==> src/rtl/mem_access_unit.sv <==
// mem_access_unit: CPU load/store front end for a byte-addressed, word-wide RAM.
// One request in flight at a time. Loads read one word and format it;
// SW writes directly; SB/SH do a read-modify-write of the containing word.
// Errors (misalignment, out of range, illegal op) answer after one cycle
// without touching the RAM.
module mem_access_unit #(
    parameter int MEM_BYTES = 256
) (
    input  logic        clk,
    input  logic        rst_n,
    // CPU request side
    input  logic        req_valid,
    output logic        req_ready,
    input  logic [3:0]  req_op,
    input  logic [31:0] req_addr,
    input  logic [31:0] req_wdata,
    input  logic [31:0] req_rt,
    // CPU response side
    output logic        resp_valid,
    output logic [31:0] resp_rdata,
    output logic        resp_err,
    // RAM side
    output logic [31:0] mem_addr,
    output logic [31:0] mem_wdata,
    output logic        mem_we,
    input  logic [31:0] mem_q
);

    typedef enum logic [1:0] {
        IDLE = 2'd0,
        RD   = 2'd1,
        WR   = 2'd2,
        RESP = 2'd3
    } state_t;

    localparam logic [3:0] OP_LW  = 4'd0;
    localparam logic [3:0] OP_LB  = 4'd1;
    localparam logic [3:0] OP_LBU = 4'd2;
    localparam logic [3:0] OP_LH  = 4'd3;
    localparam logic [3:0] OP_LHU = 4'd4;
    localparam logic [3:0] OP_LWL = 4'd5;
    localparam logic [3:0] OP_LWR = 4'd6;
    localparam logic [3:0] OP_SW  = 4'd8;
    localparam logic [3:0] OP_SB  = 4'd9;
    localparam logic [3:0] OP_SH  = 4'd10;

    // Highest legal byte address, widened so addr+3 cannot wrap.
    localparam logic [32:0] LAST_BYTE = 33'(MEM_BYTES - 1);

    state_t      state_q, state_d;
    logic [3:0]  op_q, op_d;
    logic [31:0] addr_q, addr_d;
    logic [31:0] wdata_q, wdata_d;
    logic [31:0] rt_q, rt_d;
    logic [31:0] result_q, result_d;
    logic        err_q, err_d;

    // Opcode classification helpers
    function automatic logic op_is_legal(input logic [3:0] op);
        return (op <= OP_LWR) || (op == OP_SW) || (op == OP_SB) || (op == OP_SH);
    endfunction

    function automatic logic op_is_rmw(input logic [3:0] op);
        return (op == OP_SB) || (op == OP_SH);
    endfunction

    // ------------------------------------------------------------------
    // Request error check, evaluated on the incoming (unlatched) request
    // ------------------------------------------------------------------
    logic        req_err;
    logic [32:0] req_top_byte;

    // Last byte touched by the aligned word containing req_addr.
    assign req_top_byte = {1'b0, req_addr[31:2], 2'b11};

    // Misalignment, range and opcode legality of the incoming request
    always_comb begin
        req_err = 1'b0;
        if (!op_is_legal(req_op)) begin
            req_err = 1'b1;
        end
        if (req_top_byte > LAST_BYTE) begin
            req_err = 1'b1;
        end
        case (req_op)
            OP_LW, OP_SW: begin
                if (req_addr[1:0] != 2'b00) begin
                    req_err = 1'b1;
                end
            end
            OP_LH, OP_LHU, OP_SH: begin
                if (req_addr[0] != 1'b0) begin
                    req_err = 1'b1;
                end
            end
            default: begin
            end
        endcase
    end

    // ------------------------------------------------------------------
    // Store lane selection and read-modify-write merge
    // ------------------------------------------------------------------
    logic [1:0]  lane;
    logic [3:0]  store_be;
    logic [31:0] store_lanes;
    logic [31:0] merged_word;

    assign lane = addr_q[1:0];

    // Byte enables and replicated store data for the latched store op
    always_comb begin
        store_be    = 4'b0000;
        store_lanes = wdata_q;
        case (op_q)
            OP_SB: begin
                store_be    = 4'b0001 << lane;
                store_lanes = {4{wdata_q[7:0]}};
            end
            OP_SH: begin
                store_be    = lane[1] ? 4'b1100 : 4'b0011;
                store_lanes = {2{wdata_q[15:0]}};
            end
            OP_SW: begin
                store_be    = 4'b1111;
                store_lanes = wdata_q;
            end
            default: begin
            end
        endcase
    end

    // Enabled lanes take the new data, the rest keep the word just read.
    genvar gi;
    generate
        for (gi = 0; gi < 4; gi = gi + 1) begin : g_lane
            assign merged_word[8*gi +: 8] = store_be[gi] ? store_lanes[8*gi +: 8]
                                                         : mem_q[8*gi +: 8];
        end
    endgenerate

    // ------------------------------------------------------------------
    // Load formatting
    // ------------------------------------------------------------------
    logic [4:0]  shift_lo;     // 8*b
    logic [4:0]  shift_hi;     // 8*(3-b)
    logic [7:0]  lane_byte;
    logic [15:0] lane_half;
    logic [31:0] lwl_word;
    logic [31:0] lwr_word;
    logic [31:0] load_word;

    assign shift_lo  = {lane, 3'b000};
    assign shift_hi  = {2'd3 - lane, 3'b000};
    assign lane_byte = mem_q[shift_lo +: 8];
    assign lane_half = lane[1] ? mem_q[31:16] : mem_q[15:0];

    // Unaligned-left/right loads keep the rt bytes not covered by memory.
    assign lwl_word = (mem_q << shift_hi) | (rt_q & ((32'd1 << shift_hi) - 32'd1));
    assign lwr_word = (mem_q >> shift_lo) | (rt_q & ~(32'hFFFF_FFFF >> shift_lo));

    // Select and extend the load result for the latched op
    always_comb begin
        load_word = 32'd0;
        case (op_q)
            OP_LW:   load_word = mem_q;
            OP_LB:   load_word = {{24{lane_byte[7]}}, lane_byte};
            OP_LBU:  load_word = {24'd0, lane_byte};
            OP_LH:   load_word = {{16{lane_half[15]}}, lane_half};
            OP_LHU:  load_word = {16'd0, lane_half};
            OP_LWL:  load_word = lwl_word;
            OP_LWR:  load_word = lwr_word;
            default: load_word = 32'd0;
        endcase
    end

    // ------------------------------------------------------------------
    // Control FSM
    // ------------------------------------------------------------------

    // Next-state and next-register logic
    always_comb begin
        state_d  = state_q;
        op_d     = op_q;
        addr_d   = addr_q;
        wdata_d  = wdata_q;
        rt_d     = rt_q;
        result_d = result_q;
        err_d    = err_q;
        case (state_q)
            IDLE: begin
                if (req_valid) begin
                    op_d     = req_op;
                    addr_d   = req_addr;
                    wdata_d  = req_wdata;
                    rt_d     = req_rt;
                    result_d = 32'd0;
                    err_d    = req_err;
                    if (req_err) begin
                        state_d = RESP;
                    end else if (req_op == OP_SW) begin
                        state_d = WR;
                    end else begin
                        state_d = RD;
                    end
                end
            end
            RD: begin
                if (op_is_rmw(op_q)) begin
                    // The merged word replaces the raw store data for the WR cycle.
                    wdata_d = merged_word;
                    state_d = WR;
                end else begin
                    result_d = load_word;
                    state_d  = RESP;
                end
            end
            WR: begin
                state_d = RESP;
            end
            RESP: begin
                state_d = IDLE;
            end
            default: begin
                state_d = IDLE;
            end
        endcase
    end

    // State and latched-request registers with synchronous active-low reset
    always_ff @(posedge clk) begin
        if (!rst_n) begin
            state_q  <= IDLE;
            op_q     <= 4'd0;
            addr_q   <= 32'd0;
            wdata_q  <= 32'd0;
            rt_q     <= 32'd0;
            result_q <= 32'd0;
            err_q    <= 1'b0;
        end else begin
            state_q  <= state_d;
            op_q     <= op_d;
            addr_q   <= addr_d;
            wdata_q  <= wdata_d;
            rt_q     <= rt_d;
            result_q <= result_d;
            err_q    <= err_d;
        end
    end

    // ------------------------------------------------------------------
    // Outputs
    // ------------------------------------------------------------------
    assign req_ready  = (state_q == IDLE);
    assign resp_valid = (state_q == RESP);
    assign resp_err   = resp_valid && err_q;
    assign resp_rdata = resp_valid ? result_q : 32'd0;
    assign mem_addr   = {addr_q[31:2], 2'b00};
    assign mem_wdata  = wdata_q;
    // Gated by rst_n so an asserted reset kills a write already in WR.
    assign mem_we     = (state_q == WR) && rst_n;

endmodule
==> config.mk <==
export PLATFORM = sky130hd
export DESIGN_NAME = mem_access_unit
export DESIGN_NICKNAME = d
export VERILOG_FILES = /design/src/rtl/mem_access_unit.sv
export SDC_FILE = /design/constraint.sdc
export NUM_CORES = 1
export LEC_CHECK = 0
export CORE_ASPECT_RATIO = 0.5
export CORE_MARGIN = 2
export CORE_UTILIZATION = 50
export DETAILED_ROUTE_END_ITERATION = 7
export PLACE_DENSITY = 0.87
export SLEW_MARGIN = 30
export SYNTH_ARGS = -nofsm -noshare
export SYNTH_HDL_FRONTEND = slang
export SYNTH_SLANG_ARGS = --single-unit
==> constraint.sdc <==
create_clock -name clk -period 6.9 [get_ports clk]
set_input_delay 0.69 -clock clk [delete_from_list [all_inputs] [get_ports clk]]
set_output_delay 0.69 -clock clk [all_outputs]
set_load 0.1 [all_outputs]
# ---- Word level (Yosys, flattened, before mapping)
# Index checks and enable logic that the tools add are counted.
dict set report word_totals {
  regBits 135
  latch_bits 0
  ramBits 0
  romBits 0
  input_bits 135
  output_inout_bits 100
  wordCells 95
  memories 0
}
dict set report classes {
  n_addsub 2
  mul 0
  n_div 0
  order_cmp 2
  n_eq_ne 25
  shift 6
  n_mux 26
  bitwise_logic 5
  n_reduce_logical 19
}
# op n
set op_table {}
lappend op_table {{one-hot mux 32 bit (7 select lines)} 1}
lappend op_table {{one-hot mux 32 bit (2 select lines)} 3}
lappend op_table {{two-way mux 32 bit} 5}
lappend op_table {{bitwise AND 32 bit} 2}
lappend op_table {{OR 32 bit} 2}
lappend op_table {{> comparator 32 x 8 -> 1 bit, second input constant} 1}
lappend op_table {{two-way mux 8 bit} 4}
lappend op_table {{NOT 32 bit} 1}
lappend op_table {{variable part select 32 x 6 -> 8 bit} 1}
lappend op_table {{left shift 1 x 5 -> 32 bit, first input constant} 1}
lappend op_table {{left shift 32 x 5 -> 32 bit} 1}
lappend op_table {{right shift 32 x 5 -> 32 bit} 1}
lappend op_table {{right shift 32 x 5 -> 32 bit, first input constant} 1}
lappend op_table {{subtractor 32 x 1 -> 32 bit, second input constant} 1}
lappend op_table {{== test 4 bit, second input constant} 6}
lappend op_table {{== test 4 x 3 -> 1 bit, second input constant} 4}
lappend op_table {{two-way mux 16 bit} 1}
lappend op_table {{== test 4 x 2 -> 1 bit, second input constant} 3}
lappend op_table {{one-hot mux 4 bit (3 select lines)} 1}
lappend op_table {{AND reduction 4 bit} 3}
lappend op_table {{zero test 4 bit} 2}
lappend op_table {{!= test 2 bit, second input constant} 4}
lappend op_table {{!= test 4 bit, second input constant} 2}
lappend op_table {{one-hot mux 2 bit (4 select lines)} 1}
lappend op_table {{other kinds (20)} 33}

# ---- Depth between registers and ports, before layout
# Gate-level depths: netlist (run 1).
dict set report logic_depth {
  word_depth 11
  ltp_mapped 12
  depth_no_buf 7
}

# ---- Worst setup path before layout (run 1)
# No wires, ideal clock.
dict set report synth_timing {
  path_type {reg2out}
  from {register state_q[0]}
  to {output port resp_rdata[10]}
  arrival_time_ns 2.264
  required_ns 6.210
  setup_slack_ns 3.946
  stages_incl_launch_ff 4
  path_cell_list {dfxtp_1 ha_1 clkbuf_1 and2_1}
}
dict set report synth_via {
  elab_chain_cells 2
}
# item line
set synth_lines {}
lappend synth_lines {{from (decl)} 50} ;# state_t state_q, state_d;
lappend synth_lines {{from (signal assigned)} 241} ;# state_q <= state_d;
lappend synth_lines {{== test 2 bit} 255} ;# assign resp_valid = (state_q == RESP);
lappend synth_lines {{via resp_valid} 19} ;# output logic resp_valid,
lappend synth_lines {{two-way mux 32 bit} 257} ;# assign resp_rdata = resp_valid ? result_q : 32'd0;
lappend synth_lines {{to (decl)} 20} ;# output logic [31:0] resp_rdata,
# The timed path passes the listed nets, and every way through them passes these cells.

# ---- Worst setup path in the final report (run 1)
dict set report layout_timing {
  from {register state_q[1]}
  to {register result_q[4]}
}
dict set report layout_via {
  elab_chain_cells 3
  elab_cells_between_ends 7
}
# item line
set layout_lines {}
lappend layout_lines {{== test 2 x 1 -> 1 bit or zero test 2 bit (tied branches)} 190} ;# case (state_q)
lappend layout_lines {{!= test 2 bit (no source line) or nonzero test 2 bit (tied branches)} --}
lappend layout_lines {{AND reduction 3 bit (no source line)} --}
lappend layout_lines {{to (signal assigned)} 246} ;# result_q <= result_d;
lappend layout_lines {{to (decl)} 55} ;# logic [31:0] result_q, result_d;
# Parallel ways exist; a longest one is shown, timed or not.
# A chain may end at the register's enable or synchronous reset.

==> flow_metrics.tcl, run 1 <==
set metrics [dict create \
    drtIter0Drc 1114 \
    synthFlopType "dfxtp_1" \
    multi_input_area_mm2 0.00485 \
    min_from "result_q[15]" \
    viasPerCell 6.12 \
    hold_path.class "reg -> reg" \
    rr_endpoint "result_q[4]" \
    clockBufferDepth 2 \
    syn_avg_cell_area_um2 8.24 \
    clock_latency_ps 430 \
    hold_ws_ps 451 \
    track_usage 0.314 \
    synth_edf_count 0 \
    cp_slowest_cell "nand2_1" \
    cpPeakStageDelay_ps 710 \
    seq_area_mm2 0.00271 \
    setup_ws_ps 3400 \
    antenna_left 0 \
    synthArstFlopShare 0 \
    syn_area_mm2 0.00827 \
    vdd_drop_max_v 0.000255 \
    reg2regPathDepth 8 \
    synth_fa_ha_area_frac 0.00757 \
    worstPathCellList "inv_1, ha_2, buf_4, inv_2, nor4_4, nand2_1, a21oi_2, a221o_1" \
    grt_pass1_wl_um 42500 \
    synth_cells 1003 \
    start_util 0.508 \
    synth-seq-area-share 0.327 \
    timing.final.crit_share 0.507 \
    wl_um 27700 \
    finalSetupViolCount 0 \
    globalplace.congestion 0.950 \
    r2r-start "state_q[1]" \
    cts_resized 0 \
    hpwl_um 20100 \
    cpLargestDelayFamily "simple AND/OR/NAND/NOR gates" \
    synthSimpleGateAreaFrac 0.211 \
    whs_endpoint "result_q[15]" \
    cts_hold_buf 0 \
    coreArea_mm2 0.0163 \
    finalPower_w 0.00454 \
    final_hold_viol_count 0 \
    arrival_ps 3860 \
    worstSetupEndpointType "register" \
    cts_tree "built" \
    grt_pass1_vias 7845 \
    finalCriticalPeriod_ps 3500 \
    ys_types 72 \
    routedWlPerCell_um 20.0 \
    rsz0062_at_grt "false" \
    die_w_um 186 \
    vias 8465 \
    num_antenna_cells 0 \
    boundaryPins 235 \
    r2r_slack_ps 3400 \
    port_buffers 232 \
    cp.depth 8 \
    grt_max_degree 98 \
    cts_buffers 17 \
    postCtsSetupBuffers 0 \
    cellLeakagePower_nw 3.79 \
    drc_errors 0 \
    fin_area_mm2 0.0109 \
    die_y_um 94.9 \
    final_common_cell "clkdlybuf4s50_1" \
    synth_mux_area_frac 0.0971 \
    drt_pass1_iterations 6 \
    synth_compound_area_frac 0.266 \
    finalSetupTns_ps 0 \
    mostFrequentLayoutCells "231 x clkdlybuf4s50_1, 201 x nand2_1, 133 x dfxtp_1" \
    syn_to_final_growth_pct 32.4 \
    clk_pin_slew_worst_paths_ps 60 \
    pre_cts_ws_ps 3500 \
    grt_overflow 0 \
    cts_sinks 135 \
    grt_antenna_before_repair 0 \
    cap_violations 0 \
    dpl_cell_area_mm2 0.0103 \
    fillCellCount 1334 \
    pwr_density_cell_mw_per_mm2 414 \
    synth_xor_area_frac 0.00106 \
    crit_fanout 63 \
    fin_skew_ps 12.2 \
    htreeDepth 4 \
    path_buf_inv 3 \
    fmax_ghz 0.286 \
    dieArea_mm2 0.0176 \
    worstMarginPinSlew_ps 1010 \
    relSlewSlack 0.326 \
    slew_viol_final 0 \
    cp.required_ps 7260 \
    timing_worst_setup_path_type "reg -> reg" \
    fin_nets 1284 \
    drive_above_1_share 0.0908 \
    synth_top_family_by_area "compound AO/OA/AOI/OAI gates" \
    ys.warnings.count 0 \
    synth-seq-cells 135 \
    rows 33 \
    hold_path_depth 2 \
    cts_root_buf "clkbuf_16" \
    critPathLaunchType "register" \
    status "finished clean" \
]
==> worst max path at each step <==
stage	start	endpoint	slack, ps
detailed placement	req_valid	result_q[4]	3500
global route	state_q[1]	result_q[4]	3210
floorplan	state_q[0]	resp_rdata[10]	3950
finish	state_q[1]	result_q[4]	3400
global placement	req_valid	result_q[2]	3630
CTS	state_q[0]	resp_rdata[14]	3100
==> worst min-delay path, cell delays in order (launching register included) <==
cell and delay (ps):
dfxtp_1 310, nand2_1 50, o21ai_1 50
==> registers in the layout, summed over array words and instances, names as in the netlist <==
name       flops
result_q      32
mem_wdata     32
op_q           4
err_q          1
rt_q          32
addr_q        32
state_q        2
==> per-layer routing <==
layer,GRT usage,wire length (um)
met5,0,0
met4,0.0899,511
met3,0.107,3440
met2,0.475,12000
met1,0.425,11700
==> through the flow <==
| stage | std cells | utilization |
|---|---|---|
| 6_report | 1384 | 0.673 |
| 3_3_place_gp | 1352 | 0.632 |
| 4_1_cts | 1384 | 0.673 |
| 3_5_place_dp | 1352 | 0.633 |
| 2_1_floorplan | 1004 | - |
| 5_1_grt | 1384 | 0.673 |
==> power by group <==
group | internal, W | leakage [nW] | switching [W]
Combinational | 0.000648 | 2.37 | 0.00172
Clock | 0.000645 | 0.311 | 0.000372
Sequential | 0.000980 | 1.10 | 0.000172
Total | 0.00227 | 3.79 | 0.00226
==> final cells by class <==
type / count / share of cell area
Multi-Input combinational cell: 732 / 0.443
Inverter: 15 / 0.00514
Clock inverter: 14 / 0.0203
Tap cell: 227 / 0.0259
Clock buffer: 18 / 0.0392
Timing Repair Buffer: 243 / 0.219
Sequential cell: 135 / 0.247
==> synth_stat cells, types with 14 or more instances <==
library cell	n	area (um2)
nand2_1	202	758
dfxtp_1	135	2700
a21boi_0	71	533
o21ai_0	48	240
clkbuf_1	47	176
nor2_1	39	146
and2_1	38	238
buf_4	35	263
buf_2	27	135
a21oi_1	23	115
nand3_1	22	110
mux2i_1	21	210
a211oi_1	19	143
mux4_2	19	428
nor2b_1	18	113
o211ai_1	18	135
a31oi_1	15	93.8
a222oi_1	14	140
inv_1	14	52.6
==> logic make-up after synthesis <==
| kind of cell | Yosys count |
|---|---|
| mux | 52 |
| fa+ha+maj | 5 |
| other cells | 1 |
| flops | 135 |
| buf+inv | 137 |
| simple gates | 372 |
| compound gates | 300 |
| xor+xnor | 1 |
(Power assumes the default switching activity.)
==> run 2, diff against run 1 <==
CORE_UTILIZATION = 49   (was 50)
PLACE_DENSITY = 0.86   (was 0.87)
clock period = 3.3 ns   (was 6.9 ns; I/O delays follow)
==> run 2 against run 1 <==
Utilization down 0.46 points; final cell count up 1.3%; clock-buffer cell count down 1; die area up 2.0%; largest power group unchanged; highest routed layer unchanged; critical path type unchanged; first-iteration DRC count down 14%.
==> flow_metrics.tcl, run 2 (synthesis gave the netlist of run 1 again) <==
set metrics [dict create \
    worstMarginPinSlew_ps 1030 \
    num_antenna_cells 0 \
    setup_ws_ps 527 \
    cap_violations 0 \
    status "finished clean" \
    path_buf_inv 0 \
    pre_cts_ws_ps 762 \
    finalCriticalPeriod_ps 2770 \
    p_int_w 0.00465 \
    mostFrequentLayoutCells "201 x nand2_1, 195 x clkdlybuf4s50_1, 133 x dfxtp_1" \
    p_clk_frac 0.209 \
    combPwrFrac 0.531 \
    coreArea_mm2 0.0164 \
    multi_input_area_mm2 0.00484 \
    htreeDepth 4 \
    drc_errors 0 \
    start_util 0.503 \
    viasPerCell 6.09 \
    critPathLaunchType "register" \
    fmax_ghz 0.361 \
    clockBufferDepth 2 \
    syn_to_final_growth_pct 32.8 \
    switching_power_w 0.00476 \
    grt_pass1_vias 8105 \
    vdd_drop_max_v 0.000519 \
    clock_latency_ps 430 \
    cpLargestDelayFamily "compound AO/OA/AOI/OAI gates" \
    globalplace.congestion 1.01 \
    postCtsSetupBuffers 0 \
    fillCellCount 1384 \
    timing.final.crit_share 0.840 \
    die_w_um 188 \
    boundaryPins 235 \
    relSlewSlack 0.311 \
    worstSetupEndpointType "register" \
    final_hold_viol_count 0 \
    finalSetupTns_ps 0 \
    die_y_um 95.9 \
    grt_max_degree 60 \
    seqPwrFrac 0.259 \
    rsz0062_at_grt "false" \
    final_common_cell "nand2_1" \
    track_usage 0.319 \
    cts_buffers 17 \
    cp.required_ps 3650 \
    clk_pin_slew_worst_paths_ps 60 \
    wl_um 29100 \
    arrival_ps 3120 \
    port_buffers 232 \
    fin_nets 1302 \
    antenna_left 0 \
    cpPeakStageDelay_ps 910 \
    dp_cells 1370 \
    hold_path.class "reg -> reg" \
    dieArea_mm2 0.0180 \
    drtIter0Drc 961 \
    drt_pass1_iterations 7 \
    grt_pass1_wl_um 44500 \
    worstPathCellList "nor2b_1, a2bb2oi_1, o21ai_0, and3_1, o22ai_1" \
    timing_worst_setup_path_type "reg -> reg" \
    routedWlPerCell_um 20.7 \
    hpwl_um 21500 \
    cellLeakagePower_nw 3.94 \
    finalNonFillerCells 1402 \
    cts_resized 0 \
    vias 8535 \
    pwr_density_cell_mw_per_mm2 856 \
    rows 33 \
    finalSetupViolCount 0 \
    cts_root_buf "clkbuf_16" \
    drive_above_1_share 0.134 \
    fin_skew_ps 9.83 \
    cts_tree "built" \
    grt_antenna_before_repair 0 \
    seq_area_mm2 0.00271 \
    slew_viol_final 0 \
    switching_share 0.506 \
    cts_hold_buf 0 \
    crit_fanout 27 \
    cp_slowest_cell "dfxtp_1" \
    grt_overflow 0 \
    cts_sinks 135 \
]
run 2: cell count changes in the layout (fill, tap and decap cells not counted), moves of 2 or more:
cell and change:
bufinv_16 -2, clkinvlp_4 +2, buf_4 +50, clkinv_2 +2, clkdlybuf4s50_1 -36, buf_12 +4
run 2: metrics by stage:
step,hold WS (ps),cell area [um2],total power (W),utilization
floorplan,416,8270,0.00615,-
global placement,436,10400,0.00731,0.631
detailed placement,438,10400,0.00739,0.631
CTS,451,11000,0.00936,0.668
global route,473,11000,0.00978,0.668
finish,446,11000,0.00940,0.668
run 2: routing by layer:
metal / wire (um) / vias up / global-route usage
li1: - / 3932 / -
met1: 12800 / 4050 / 0.431
met2: 12400 / 495 / 0.485
met3: 3350 / 58 / 0.103
met4: 564 / 0 / 0.0997
met5: 0 / - / 0
run 2: final timing paths:
check | start | cells after the start | slack (ps) | endpoint
hold / removal | result_q[7] | 2 | 450 | result_q[7]
hold reg to reg | result_q[7] | 2 | 450 | result_q[7]
setup reg to reg | op_q[1] | 5 | 530 | mem_wdata[20]
setup / recovery | op_q[1] | 5 | 530 | mem_wdata[20]
run 2: worst register-to-register path: cells and delay by family, from the launching register on:
family             cells  cell delay (ps)
and+or+nand+nor        2              610
DFF                    1              910
AOI/OAI and AO/OA      3             1170
run 2: area by class of cell:
cell class                 instances  share of cell area
multi-input combinational        732               0.440
sequential                       135               0.246
timing repair buffer             261               0.227
clock buffer                      17              0.0387
tap                              227              0.0259
clock inverter                    15              0.0163
inverter                          15             0.00513
run 2: power groups by stage:
stage	Sequential, W	Combinational, W	Clock, W
after floorplan	0.00354	0.00261	0
after global placement	0.00244	0.00487	0
after detailed placement	0.00245	0.00493	0
after CTS	0.00242	0.00495	0.00199
after global routing	0.00248	0.00525	0.00205
final	0.00244	0.00500	0.00197
==> run 3, diff against run 2 <==
CORE_UTILIZATION = 44   (was 49)
PLACE_DENSITY = 0.82   (was 0.86)
clock period = 2.5 ns   (was 3.3 ns; I/O delays follow)
==> run 3 against run 2 <==
Combinational power grew 37%; clock-buffer cell count grew 2; utilization shrank 4.9 points; final cell count grew 3.8%; via count grew 1.9%.
==> flow_metrics.tcl, run 3 (synthesis gave the netlist of run 1 again) <==
set metrics [dict create \
    r2r-start "op_q[0]" \
    whs_endpoint "mem_wdata[27]" \
    postCtsSetupBuffers 0 \
    drt_pass1_iterations 5 \
    finalSetupTns_ps 0 \
    hpwl_um 23200 \
    status "finished clean" \
    r2r_slack_ps 260 \
    cellLeakagePower_nw 4.30 \
    die_y_um 101 \
    syn_to_final_growth_pct 37.8 \
    grt_pass1_wl_um 47200 \
    worstSetupEndpointType "output pin" \
    coreArea_mm2 0.0184 \
    seq_area_mm2 0.00271 \
    cp.required_ps 2250 \
    hold_path_depth 3 \
    wl_um 30800 \
    slew_viol_final 0 \
    reg2regPathDepth 7 \
    clock_latency_ps 420 \
    fillCellCount 1568 \
    finalCriticalPeriod_ps 2250 \
    cts_sinks 135 \
    multi_input_area_mm2 0.00484 \
    min_from "rst_n" \
    start_util 0.450 \
    dieArea_mm2 0.0200 \
    boundaryPins 235 \
    grt_pass1_vias 8280 \
    vdd_drop_max_v 0.000654 \
    cts_tree "built" \
    cts_buffers 17 \
    cts_resized 0 \
    die_w_um 198 \
    critPathLaunchType "register" \
    crit_fanout 34 \
    pwr_density_cell_mw_per_mm2 1100 \
    routedWlPerCell_um 21.2 \
    drc_errors 0 \
    grt_overflow 0 \
    cap_violations 0 \
    hold_path.class "in -> reg" \
    rows 35 \
    arrival_ps 2000 \
    track_usage 0.308 \
    port_buffers 232 \
    mostFrequentLayoutCells "201 x nand2_1, 142 x buf_4, 133 x dfxtp_1, 133 x clkdlybuf4s50_1, 71 x a21boi_0" \
    final_common_cell "nand2_1" \
    cts_hold_buf 0 \
    timing.final.crit_share 0.899 \
    final_hold_viol_count 0 \
    timing_worst_setup_path_type "reg -> out" \
    rr_endpoint "mem_wdata[23]" \
    rsz0062_at_grt "false" \
    clockBufferDepth 2 \
    drive_above_1_share 0.215 \
    globalplace.congestion 0.975 \
    worstMarginPinSlew_ps 798 \
    clk_pin_slew_worst_paths_ps 60 \
    fmax_ghz 0.445 \
    finalPower_w 0.0126 \
    relSlewSlack 0.468 \
    drtIter0Drc 929 \
    fin_skew_ps 7.94 \
    viasPerCell 5.98 \
    vias 8697 \
    cts_root_buf "clkbuf_16" \
    fin_nets 1342 \
    grt_max_degree 70 \
    num_antenna_cells 0 \
    antenna_left 0 \
    grt_antenna_before_repair 0 \
    htreeDepth 4 \
    finalSetupViolCount 0 \
]
-- run 3: cell types whose count changed in the layout (fill, tap and decap cells not counted), moves of 2 or more --
cell             previous run  this run
buf_12                      4        25
buf_4                      61       142
clkdlybuf4s50_1           195       133
clkinv_2                    3         1
ha_1                        4         2
ha_2                        1         3
-- run 3: routing by layer --
layer | up-vias | track usage | routed length [um]
met5 | - | 0 | 0
li1 | 3996 | - | -
met1 | 4184 | 0.424 | 13600
met4 | 0 | 0.0908 | 663
met3 | 50 | 0.0887 | 3190
met2 | 467 | 0.468 | 13300
-- run 3: worst max-delay path by stage --
stage,from,endpoint
2_1_floorplan,state_q[1],result_q[22]
3_3_place_gp,mem_q[9],result_q[1]
3_5_place_dp,req_valid,result_q[19]
4_1_cts,state_q[0],resp_rdata[13]
5_1_grt,op_q[0],mem_wdata[23]
6_report,state_q[0],resp_rdata[13]
-- run 3: report_power, final --
part           switching, W  total [W]  leakage (nW)  internal (W)
clock network       0.00104    0.00255         0.277       0.00151
logic               0.00489    0.00686          2.91       0.00197
registers          0.000480    0.00319          1.10       0.00271
total               0.00641     0.0126          4.30       0.00618
-- run 3: cell type report --
type / instances / area share
multi-input combinational: 732 / 0.425
timing repair buffer: 301 / 0.255
sequential: 135 / 0.237
clock buffer: 19 / 0.0389
tap: 240 / 0.0263
clock inverter: 13 / 0.0130
inverter: 15 / 0.00494
-- run 3: metrics by stage --
step / utilization / instances / hold slack [ps] / setup slack [ps] / area, um2
CTS: 0.620 / 1455 / 349 / 267 / 11400
global route: 0.620 / 1455 / 380 / 156 / 11400
finish: 0.620 / 1455 / 361 / 252 / 11400
floorplan: - / 1004 / 381 / 134 / 8280
detailed placement: 0.588 / 1423 / 444 / 203 / 10800
global placement: 0.588 / 1423 / 433 / 235 / 10800
-- run 3: worst max-delay path, cell delays in order (launching register included) --
cell	delay, ps
dfxtp_1	390
ha_2	630
and2_1	240
buf_4	300
